--- config.mk ---
export PLATFORM = sky130hd
export DESIGN_NAME = inv_player_flat
export DESIGN_NICKNAME = d
export VERILOG_FILES = /design/src/rtl/inv_player_if.sv /design/src/rtl/inv_player.sv /design/src/flat_wrapper.sv
export SDC_FILE = /design/constraint.sdc
export NUM_CORES = 1
export LEC_CHECK = 0
export ABC_AREA = 0
export ABC_CLOCK_PERIOD_IN_PS = 9000
export BUFFER_PORTS_ARGS = -buffer_cell sky130_fd_sc_hd__buf_2
export CAP_MARGIN = 20
export CORE_ASPECT_RATIO = 0.75
export CORE_MARGIN = 2
export CORE_UTILIZATION = 40
export CTS_BUF_LIST = sky130_fd_sc_hd__clkbuf_2 sky130_fd_sc_hd__clkbuf_4 sky130_fd_sc_hd__clkbuf_8
export CTS_CLUSTER_SIZE = 10
export DETAILED_ROUTE_END_ITERATION = 16
export PLACE_DENSITY = 0.58
export SETUP_SLACK_MARGIN = 0.5
export SLEW_MARGIN = 20
export SYNTH_ARGS = -nofsm -noshare
export SYNTH_HDL_FRONTEND = slang
export SYNTH_SLANG_ARGS = --single-unit
--- constraint.sdc ---
create_clock -name clk -period 9 [get_ports clk]
set_input_delay 0.45 -clock clk [delete_from_list [all_inputs] [get_ports clk]]
set_output_delay 0.45 -clock clk [all_outputs]
set_load 0.01 [all_outputs]
--- src/rtl/inv_player_if.sv ---
// Byte-stream bundle between the inverse permutation layer and its neighbours.
// The slave modport is the inv_player side; the master modport is the
// producer/consumer side that feeds permuted bytes and drains recovered bytes.
interface inv_player_if #(
    parameter int IDXW = 6
);
    logic [7:0]      in_data;
    logic            in_valid;
    logic            in_ready;
    logic [7:0]      out_data;
    logic            out_valid;
    logic            out_ready;
    logic [IDXW-1:0] out_idx;
    logic            busy;

    modport master (
        output in_data, in_valid, out_ready,
        input  in_ready, out_data, out_valid, out_idx, busy
    );

    modport slave (
        input  in_data, in_valid, out_ready,
        output in_ready, out_data, out_valid, out_idx, busy
    );
endinterface

--- src/rtl/inv_player.sv ---
// Serial inverse bit-permutation layer for the Spongent state.
// Permuted bytes are scattered into a state register as they arrive, and the
// recovered state is then streamed back out one byte per beat.
module inv_player #(
    parameter int STATE_BITS = 264,
    parameter int NBYTES     = STATE_BITS / 8,
    parameter int IDXW       = 6
) (
    input logic         clk,
    input logic         rst,
    inv_player_if.slave bus
);
    localparam int M = STATE_BITS - 1;
    localparam logic [IDXW-1:0] LAST = IDXW'(NBYTES - 1);

    typedef enum logic {
        LOAD,
        DRAIN
    } fsm_t;

    fsm_t                  fsm;
    logic [IDXW-1:0]       cnt;
    logic [STATE_BITS-1:0] state_reg;
    logic [STATE_BITS-1:0] load_next;
    logic                  busy_reg;

    // Input bit i lands at (4*i) mod M, so state bit j is fed by input bit
    // (j*STATE_BITS/4) mod M (4*STATE_BITS/4 = M+1 = 1 mod M). Each state bit
    // therefore has one fixed source beat and lane, resolved at elaboration.
    for (genvar j = 0; j < STATE_BITS; j++) begin : g_bit
        localparam int SRC = (j == M) ? M : ((j * (STATE_BITS / 4)) % M);
        localparam logic [IDXW-1:0] SRC_BEAT = IDXW'(SRC / 8);
        localparam logic [2:0]      SRC_LANE = 3'(SRC % 8);
        assign load_next[j] = (cnt == SRC_BEAT) ? bus.in_data[SRC_LANE] : state_reg[j];
    end

    // Two-phase controller: collect NBYTES permuted beats, then drain NBYTES
    // recovered beats, wiping the state between blocks so no residue leaks.
    always_ff @(posedge clk or negedge rst) begin
        if (!rst) begin
            fsm       <= LOAD;
            cnt       <= '0;
            state_reg <= '0;
            busy_reg  <= 1'b0;
        end else begin
            case (fsm)
                LOAD: begin
                    if (bus.in_valid) begin
                        state_reg <= load_next;
                        busy_reg  <= 1'b1;
                        if (cnt == LAST) begin
                            cnt <= '0;
                            fsm <= DRAIN;
                        end else begin
                            cnt <= cnt + IDXW'(1);
                        end
                    end
                end
                DRAIN: begin
                    if (bus.out_ready) begin
                        if (cnt == LAST) begin
                            cnt       <= '0;
                            state_reg <= '0;
                            busy_reg  <= 1'b0;
                            fsm       <= LOAD;
                        end else begin
                            cnt <= cnt + IDXW'(1);
                        end
                    end
                end
                default: begin
                    fsm <= LOAD;
                    cnt <= '0;
                end
            endcase
        end
    end

    // Outputs come only from registered state; data and index read as zero
    // outside DRAIN so a partially loaded block is never exposed.
    always_comb begin
        bus.in_ready  = (fsm == LOAD);
        bus.out_valid = (fsm == DRAIN);
        bus.out_idx   = (fsm == DRAIN) ? cnt : '0;
        bus.out_data  = (fsm == DRAIN) ? state_reg[{cnt, 3'b000} +: 8] : 8'h00;
        bus.busy      = busy_reg;
    end
endmodule

--- src/flat_wrapper.sv ---
// flat-port wrapper written by rule: the top's interface ports become plain ports
module inv_player_flat 
#(
    parameter int STATE_BITS = 264,
    parameter int NBYTES     = STATE_BITS / 8,
    parameter int IDXW       = 6
)
  (clk, rst, bus_in_data, bus_in_valid, bus_out_ready, bus_in_ready, bus_out_data, bus_out_valid, bus_out_idx, bus_busy);
  inv_player_if #(.IDXW(IDXW)) bus_i ();
  input logic clk;
  input logic rst;
  input wire logic [$bits(bus_i.in_data)-1:0] bus_in_data;
  input wire logic [$bits(bus_i.in_valid)-1:0] bus_in_valid;
  input wire logic [$bits(bus_i.out_ready)-1:0] bus_out_ready;
  output wire logic [$bits(bus_i.in_ready)-1:0] bus_in_ready;
  output wire logic [$bits(bus_i.out_data)-1:0] bus_out_data;
  output wire logic [$bits(bus_i.out_valid)-1:0] bus_out_valid;
  output wire logic [$bits(bus_i.out_idx)-1:0] bus_out_idx;
  output wire logic [$bits(bus_i.busy)-1:0] bus_busy;
  assign bus_i.in_data = bus_in_data;
  assign bus_i.in_valid = bus_in_valid;
  assign bus_i.out_ready = bus_out_ready;
  assign bus_in_ready = bus_i.in_ready;
  assign bus_out_data = bus_i.out_data;
  assign bus_out_valid = bus_i.out_valid;
  assign bus_out_idx = bus_i.out_idx;
  assign bus_busy = bus_i.busy;
  inv_player #(.STATE_BITS(STATE_BITS), .NBYTES(NBYTES), .IDXW(IDXW)) u_core (.clk(clk), .rst(rst), .bus(bus_i));
endmodule
Yosys cells after proc, flatten, opt, wreduce, memory -nomap -nowiden:

Index checks and enable logic that the tools add are counted.

* register bits after elaboration: 272
* bits in latches: 0
* memory bits (writable): 0
* bits in read-only memories: 0
* input bits: 12
* output and inout port bits: 17
* memories kept: 0

* add/sub/neg operators: 1
* multipliers: 0
* div/mod/pow operators: 0
* magnitude comparators: 0
* eq/ne operators: 68
* shift operators: 1
* mux-type cells: 283
* bitwise gates (word level): 1
* reduce and logical (&&, ||, !) cells: 36

Operator list (number)
* 264-bit 2-to-1 mux: 3
* 264-bit one-hot mux with 2 select lines: 1
* 1-bit 2-to-1 mux: 271
* 264-bit by 10-bit variable part select with 8-bit output: 1
* 4-bit AND reduction: 33
* 6-bit by 5-bit equality test with 1-bit output, second input constant: 16
* 2-bit by 1-bit inequality test with 1-bit output, second input constant: 33
* 6-bit by 4-bit equality test with 1-bit output, second input constant: 8
* 6-bit by 3-bit equality test with 1-bit output, second input constant: 4
* 6-bit 2-to-1 mux: 4
* 6-bit by 2-bit equality test with 1-bit output, second input constant: 2
* 6-bit one-hot mux with 2 select lines: 1
* 8-bit 2-to-1 mux: 1
* 6-bit by 1-bit adder with 6-bit output, second input constant: 1
* 6-bit by 1-bit equality test with 1-bit output, second input constant: 1
* 6-bit equality test, second input constant: 1
* 6-bit zero test: 1
* 2-bit inequality test, second input constant: 3
* 1-bit one-hot mux with 2 select lines: 2
* 3-bit AND reduction: 1
* 2-bit AND reduction: 1
* 1-bit inverter: 1

Depth between registers and ports, before layout:

Gate-level depths: netlist (run 1).

* depth after elaboration: 4
* mapped depth: 12
* gate-level depth less buffers: 6

Least setup slack after synthesis (run 1):

Ideal clock, no wire load.

* path type: register to register
* start point: reg u_core.cnt[1]
* end point: reg u_core.state_reg[153]
* arrival: 2.941 ns
* data required time: 8.875 ns
* slack: 5.934 ns
* stages on the path, launching flop included: 13
* clock period less this slack: 3.066 ns
* cells stage by stage: dfrtp_1 buf_2 buf_1 clkbuf_1 inv_1 ha_1 buf_6 or3b_4 or3_1 buf_6 buf_12 o21ai_4 mux2_4

* longest elaborated chain between the ends: 3
* elaborated cells between the ends (all ways): 5
* classes of those cells: 4 x eq/ne; 1 x reduce/logical

Ends and longest elaborated chain
* start: declaration: line inv_player.sv:22 `logic [IDXW-1:0] cnt;`
* start signal: assignment: line inv_player.sv:55 `cnt <= cnt + IDXW'(1);`
* start signal: assignment: line inv_player.sv:67 `cnt <= cnt + IDXW'(1);`
* 6-bit by 4-bit equality test with 1-bit output / 6-bit equality test (equally long branches): line inv_player.sv:34, inv_player.sv:61
* 2-bit by 1-bit inequality test with 1-bit output (no source line) / 2-bit inequality test (equally long branches)
* 4-bit AND reduction (no source line) (*)
* end signal: assignment: line inv_player.sv:49 `state_reg <= load_next;`
* end: declaration: line inv_player.sv:23 `logic [STATE_BITS-1:0] state_reg;`

Mark *: on every way between the ends. The rest lies on a longest branch, timed or not.
A chain may end at the register's enable or synchronous reset.

Worst setup path after layout (run 1):

* start point: reg u_core.cnt[0]
* end point: out bus_out_data[4]

* longest elaborated chain between the ends: 2

Ends and longest elaborated chain
* 264-bit by 10-bit variable part select with 8-bit output: line inv_player.sv:85 `bus.out_data = (fsm == DRAIN) ? state_reg[{cnt, 3'b000} +: 8] : 8'h00;`
* 8-bit 2-to-1 mux: line inv_player.sv:85
* end: declaration: line flat_wrapper.sv:16 `output wire logic [$bits(bus_i.out_data)-1:0] bus_out_data;`

Every way passes these cells.

==> results of run 1 <==
==> final timing paths <==
| kind | from | to | slack, ns | cells past startpoint |
|---|---|---|---|---|
| setup / recovery | u_core.cnt[0] | bus_out_data[4] | 4.90 | 6 |
| hold / removal | rst | u_core.state_reg[97] | -0.07 | 1 |
| setup reg to reg | u_core.cnt[0] | u_core.state_reg[142] | 5.27 | 8 |
| hold reg to reg | u_core.bus.busy | u_core.bus.busy | 0.47 | 1 |
| max in group asynchronous | rst | u_core.cnt[1] | 7.23 | 2 |
| min in group clk | bus_in_valid | u_core.bus.out_valid | 0.19 | 3 |
==> power groups by stage <==
stage	clock [mW]	combinational, mW	sequential (mW)
3_5_place_dp	0	0.914	1.44
3_3_place_gp	0	0.909	1.44
6_report	1.16	0.908	1.41
5_1_grt	1.26	0.966	1.43
4_1_cts	1.19	0.917	1.41
2_1_floorplan	0	0.659	1.33
==> synthesized netlist by cell type (5+ instances only) <==
master    count
nand3_1       9
and2_1        6
buf_1         9
a22oi_1      17
a211oi_1     16
a31oi_2       8
and2b_1       8
and3_1        8
nor2_1        8
buf_2        10
mux2_1        5
mux2_4        8
mux2_2      269
o21ai_0       5
a31oi_4       7
nand2_1      20
o21ai_2       5
o21ai_4      10
a21oi_1       9
clkbuf_1     44
nand2b_1      7
o22ai_1       9
nor2b_1      20
dfrtp_1     272
mux4_2       48
==> per-layer routing <==
| layer | part of all wire | vias up | wire [um] | global-route usage |
|---|---|---|---|---|
| li1 | - | 3388 | - | - |
| met5 | 0 | - | 0 | 0 |
| met2 | 0.43 | 176 | 14400 | 0.285 |
| met1 | 0.50 | 4186 | 16700 | 0.319 |
| met3 | 0.046 | 46 | 1550 | 0.0403 |
| met4 | 0.018 | 0 | 597 | 0.0515 |
==> layout make-up <==
cell class                      instances  area (um^2)  area share
Clock inverter                          8         67.6     0.00462
Multi-Input combinational cell        546         5980       0.408
Timing Repair Buffer                   48          318      0.0217
Clock buffer                           71          896      0.0612
Tap cell                              442          553      0.0378
Sequential cell                       272         6810       0.466
Inverter                                3         11.3    0.000769
==> logic make-up (layout without fill, tap and decap cells) <==
kind of cell	after synthesis	in the layout	share of synthesized area
xor gates and xnor gates	1	1	0.000668
AOI/OAI and AO/OA	105	105	0.0766
muxes	331	331	0.328
buffers and inverters	73	130	0.0265
and+or+nand+nor	105	105	0.0460
adders and majority gates	4	4	0.00382
DFF	272	272	0.519
==> through the flow <==
step | cell area, um^2 | util
finish | 14600 | 0.453
global placement | 13600 | 0.422
CTS | 14600 | 0.453
floorplan | 13100 | -
global route | 14600 | 0.453
detailed placement | 13700 | 0.423
==> cell usage in the layout, fill, tap and decap left out, types with 9 or more instances in the layout <==
master	count
clkbuf_4	13
dfrtp_1	270
o21ai_4	10
nand2_1	20
a21oi_1	9
buf_2	27
a22oi_1	17
mux4_2	48
buf_4	18
nor2b_1	19
o22ai_1	9
nand3_1	9
mux2_2	269
clkbuf_8	58
a211oi_1	16
==> results.md, run 1 <==
- Routed len/inst: about 24 um
- Routed WL: about 33000 um
- Gr usage total: 0.203
- Worst setup EP type: primary output
- Die X: 213 um
- CTS root buffer: clkbuf_8
- Unrepaired setup endpoints after global routing: false
- Diode count: 0
- Slew Limit Fails: 0
- Kind of start point of the critical path: flop
- Syn Inst Count: approximately 890
- CP max stage cell: dfrtp_4
- Clk slew on worst S/H paths: 0.08 ns
- Drt first pass iters: 5
- Post-CTS Resized: 0
- Fill cells: slightly below 3000
- Non-Filler Instances: around 1400
- Clk_lat worst skew: ~0.58 ns
- Ports: 29
- Std-Cell Rows: 57
- Tmin final: a little over 4 ns
- Slew headroom: 0.298
- Peak per-stage delay on the critical path: about 0.92 ns
- Synth async-reset ratio: 1.00
- TritonCTS Sinks: 272
- Unique cell type count in the Yosys netlist: a little over 50
- Mapped cell area: ~13000 um^2
- Outcome: finished with violations
- Path category of the worst min-delay check: input pin to async pin
- Global-route wire length before repair: slightly above 50000 um
- Largest net degree at the start of global routing: 127
- Synthesis-stage register bit count: about 270
- Num CTS Buffers: 45
- Final Total Pwr: 3.48 mW
- Crit-path max FO: 36
- Core area: ~32000 um^2
- Post-synth EDFFs: 0
- Vias in the first global route: roughly 8000
- Max cap viols: 0
- Sum of buffers and inverters on the critical path: 2
- Synthesis-to-finish area growth: 11.6%
- Sw power: between 1 and 1.5 mW
- Syn Nets: approximately 900
- Post-CTS setup repair buffer count: 0
- VDD IR max: around 0.13 mV
- Max FFs per register: between 200 and 300
- Synth area leader: dfrtp_1
- Post-synthesis sequential area ratio: 0.519
- Worst slack at placement: ~5.3 ns
- H-tree levels: 2
- Worst-Margin Slew: approximately 1.1 ns
- Setup TNS: 0 ns
- Synthesis Warnings: 0
- Initial core utilization: 0.406
- Largest cells by area after synthesis: dfrtp_1 52%, mux2_2 23%, mux4_2 8.2%, clkbuf_1 1.3%, o21ai_4 1.2%
- Leak: about 6.9 nW
- Switching Fraction: 0.354
- Comb pwr share: 0.261
- Clock share of power: 0.334
- Critical-path cell list: buf_4, mux4_2, a32oi_1, o41ai_1, o31a_1, buf_2
- Setup violators final: 0
- Hold buffer count at CTS: 0
- Final setup margin: approximately 4.9 ns
- Placer congestion estimate: approximately 0.8
- Critical path type: flop to primary output
- WP data arrival: 3.65 ns
- NumNets Final: 932
- Drt drc: 0
- Failing checks: negative hold slack
- Worst path required time: between 8 and 9 ns
- Share of post-route cells with drive strength above 1: 0.519
- Initial antenna violation count: 0
- Int Pwr: ~2.3 mW
- Prevailing post-synth register cell: dfrtp_1
- Maximum clock path buffer count: 3
- Period utilization: 0.455
- Die area: roughly 34000 um^2
- Grt total ovfl: 0
- HPWL after DPL: ~19000 um
- Iter 0 DRT Violations: 479
- Setup Skew: between 0.03 and 0.04 ns
- CP delay by family, top: flip-flops
- F_max: around 240 MHz
- Antenna-violating nets left: 0
- Flop pwr share: 0.406
- Fin. Hold Viols: 22
- Synth Area per Inst: approximately 15 um^2
- DR vias: ~7800
- # port buffers: 28
- Inst Count DP: roughly 1300
- CTS tree: yes
- Vias/cell: between 5 and 6
- Pwr per Cell Area: between 200 and 250 nW/um^2
- Share of the synthesized area in the top cell type: 0.519
- Worst hold margin: -0.0693 ns
- Height of the chip: between 150 and 200 um
Power figures use the tool's default switching activity.
==> inputs of run 2 (changes only) <==
- ABC_CLOCK_PERIOD_IN_PS: 9000 -> 4110
- clock period: 9 -> 4.11 ns (I/O delays scaled with it)
==> run 2 against run 1 <==
Effect of this change: the flow now finishes without violations; via count rose by 0.18%; sequential share of layout area fell by 0.099 points; register-to-register slack got worse by 4.4 ns; flip-flop and latch count did not move; non-clock buffer count rose by 10; power rose by 120%; die area did not move; clock power rose by 110%; design area rose by 0.21%; sequential power rose by 110%; wire length rose by 0.16%; critical path type unchanged; largest cell class unchanged.
==> results.md, run 2 (synthesis gave the netlist of run 1 again) <==
- Ports: 29 (unchanged)
- Maximum clock path buffer count: 3 (unchanged)
- WL met3: 1670 um (+8.2%)
- CP delay by family, top: compound AO/OA/AOI/OAI gates
- Hold Path Origin: bus_out_ready
- Final setup margin: 0.730 ns (-4.17 ns)
- Leak: 6.95 nW (+0.21%)
- Largest net degree at the start of global routing: 99 (-22%)
- Global-route wire length before repair: 51500 um (-0.74%)
- Max FFs per register: 264 (unchanged)
- Gr usage total: 0.201 (-0.00155)
- Initial antenna violation count: 0 (unchanged)
- Synthesis-to-finish area growth: 11.8%
- # port buffers: 28 (unchanged)
- Worst reg2reg path depth: 6 (-2)
- Worst-Margin Slew: 0.854 ns (-0.197 ns)
- RR Endpoint: u_core.state_reg[224]
- NumNets Final: 941 (+0.97%)
- Uppermost layer routed: met4
- Met2 routed WL: 14000 um (-2.9%)
- Vias/cell: 5.59 (-0.25%)
- Most common cell after layout, fill and taps aside: dfrtp_1
- Share of post-route cells with drive strength above 1: 0.520 (+0.00147)
- Die X: 213 um (unchanged)
- Critical path type: flop to primary output
- Iter 0 DRT Violations: 604 (+26%)
- Antenna-violating nets left: 0 (unchanged)
- Worst path required time: 3.90 ns (-4.65 ns)
- Worst Hold Endpoint: u_core.cnt[0]
- Die area: 34300 um^2 (unchanged)
- Clk_lat worst skew: 0.59 ns (about the same)
- R2R setup slack: 0.87 ns (-4.40 ns)
- Setup violators final: 0 (unchanged)
- Initial core utilization: 0.406 (unchanged)
- Core area: 32300 um^2 (unchanged)
- CTS root buffer: clkbuf_8
- Reg-to-Reg Start: u_core.cnt[0]
- Grt total ovfl: 0 (unchanged)
- Routed WL: 33300 um (+0.16%)
- Kind of start point of the critical path: flop
- Pwr per Cell Area: 516 nW/um^2 (+120%)
- WL met1: 17000 um (+2.0%)
- Tmin final: ~3.4 ns
- Vias in the first global route: 7933 (-2.1%)
- Critical-path cell list: buf_4, nand2b_2, o22ai_1, o41ai_1, o31a_1, buf_2
- Outcome: completed
- F_max: roughly 300 MHz
- Setup TNS: 0 ns (unchanged)
- Worst hold path depth: 3
- Period utilization: 0.822
- CP max stage cell: dfrtp_4
- Peak per-stage delay on the critical path: 0.59 ns (-0.33 ns)
- TritonCTS Sinks: 272 (unchanged)
- DR vias: 7810 (+0.18%)
- Most frequent cells in the layout: 270 x dfrtp_1, 269 x mux2_2, 56 x clkbuf_8
- Slew headroom: 0.426 (+0.128)
- VDD IR max: 0.310 mV (+150%)
- Path category of the worst min-delay check: input pin to flop
- Drt drc: 0 (unchanged)
- Max cap viols: 0 (unchanged)
- Num CTS Buffers: 44 (-2.2%)
- Routed len/inst: 23.9 um (-0.27%)
- H-tree levels: 2 (unchanged)
- Worst setup EP type: primary output
- Unrepaired setup endpoints after global routing: false
- Slew Limit Fails: 0 (unchanged)
- Crit-path max FO: 22 (-39%)
- HPWL after DPL: 19700 um (+3.4%)
- Height of the chip: 161 um (unchanged)
- Worst slack at placement: 0.722 ns (-4.55 ns)
- Worst hold margin: 0.197 ns (+0.267 ns)
- Fin. Hold Viols: 0 (-100%)
- Drt first pass iters: 5 (unchanged)
- Sum of buffers and inverters on the critical path: 2 (unchanged)
- Clk slew on worst S/H paths: 0.06 ns (-0.02 ns)
- WP data arrival: 3.17 ns (-0.48 ns)
- Final Total Pwr: 7.57 mW (+120%)
- Std-Cell Rows: 57 (unchanged)
- Placer congestion estimate: 0.802 (+2.8%)
- Setup Skew: 0.0274 ns (-0.0125 ns)
- CTS tree: yes
-- run 2: changes by cell type in the layout (fill, tap and decap cells not counted), moves of 2 or more --
| cell | change |
|---|---|
| buf_12 | +2 |
| clkbuf_4 | +2 |
| clkbuf_8 | -2 |
| buf_4 | +7 |
| dlygate4sd3_1 | +2 |
| clkinv_2 | -5 |
-- run 2: repair_timing --
item,4_1_cts,5_1_grt
hold buffers,2,0
endpoints found under the hold margin,97,0
gates resized for setup,1,1
endpoints found under the setup margin,2,1
setup buffers,0,0
-- run 2: metal layers --
layer,track usage,up-vias
li1,-,3393
met1,0.317,4203
met2,0.281,173
met3,0.0397,41
met4,0.0528,0
met5,0,-
-- run 2: final cells by class --
type / count / area [um^2]
diodes: 1 / 2.50
clock buffers: 71 / 883
clock inverters: 3 / 20.0
fillers: 2932 / 17600
inverters: 3 / 11.3
multi-input cells: 546 / 5970
flip-flops and latches: 272 / 6810
well taps: 442 / 553
repair buffers: 58 / 409
-- run 2: worst max path at each step --
stage	from	end	slack (ns)	cells past startpoint
detailed placement	u_core.cnt[0]	u_core.state_reg[56]	0.72	6
finish	u_core.cnt[0]	bus_out_data[6]	0.73	6
global route	u_core.cnt[0]	bus_out_data[2]	0.55	6
floorplan	u_core.cnt[1]	u_core.state_reg[153]	1.04	12
global placement	u_core.cnt[0]	u_core.state_reg[40]	0.80	6
CTS	u_core.cnt[0]	bus_out_data[1]	0.62	6
-- run 2: worst min-delay path, stage by stage --
cell and delay, ns:
buf_2 0.14, mux2_2 0.29, mux2i_1 0.10
-- run 2: stage by stage --
step / utilization / std cells / instance area (um^2)
final: 0.454 / 1396 / 14700
after global routing: 0.454 / 1395 / 14700
after CTS: 0.454 / 1395 / 14700
after detailed placement: 0.425 / 1319 / 13700
after global placement: 0.425 / 1319 / 13700
after floorplan: - / 891 / 13100
-- run 2: power breakdown --
| part | internal [mW] | leakage (nW) | total [mW] | switching, mW |
|---|---|---|---|---|
| Clock | 1.35 | 0.476 | 2.42 | 1.07 |
| Sequential | 2.81 | 3.78 | 2.97 | 0.167 |
| Combinational | 0.733 | 2.70 | 2.17 | 1.44 |
| Total | 4.89 | 6.95 | 7.57 | 2.68 |
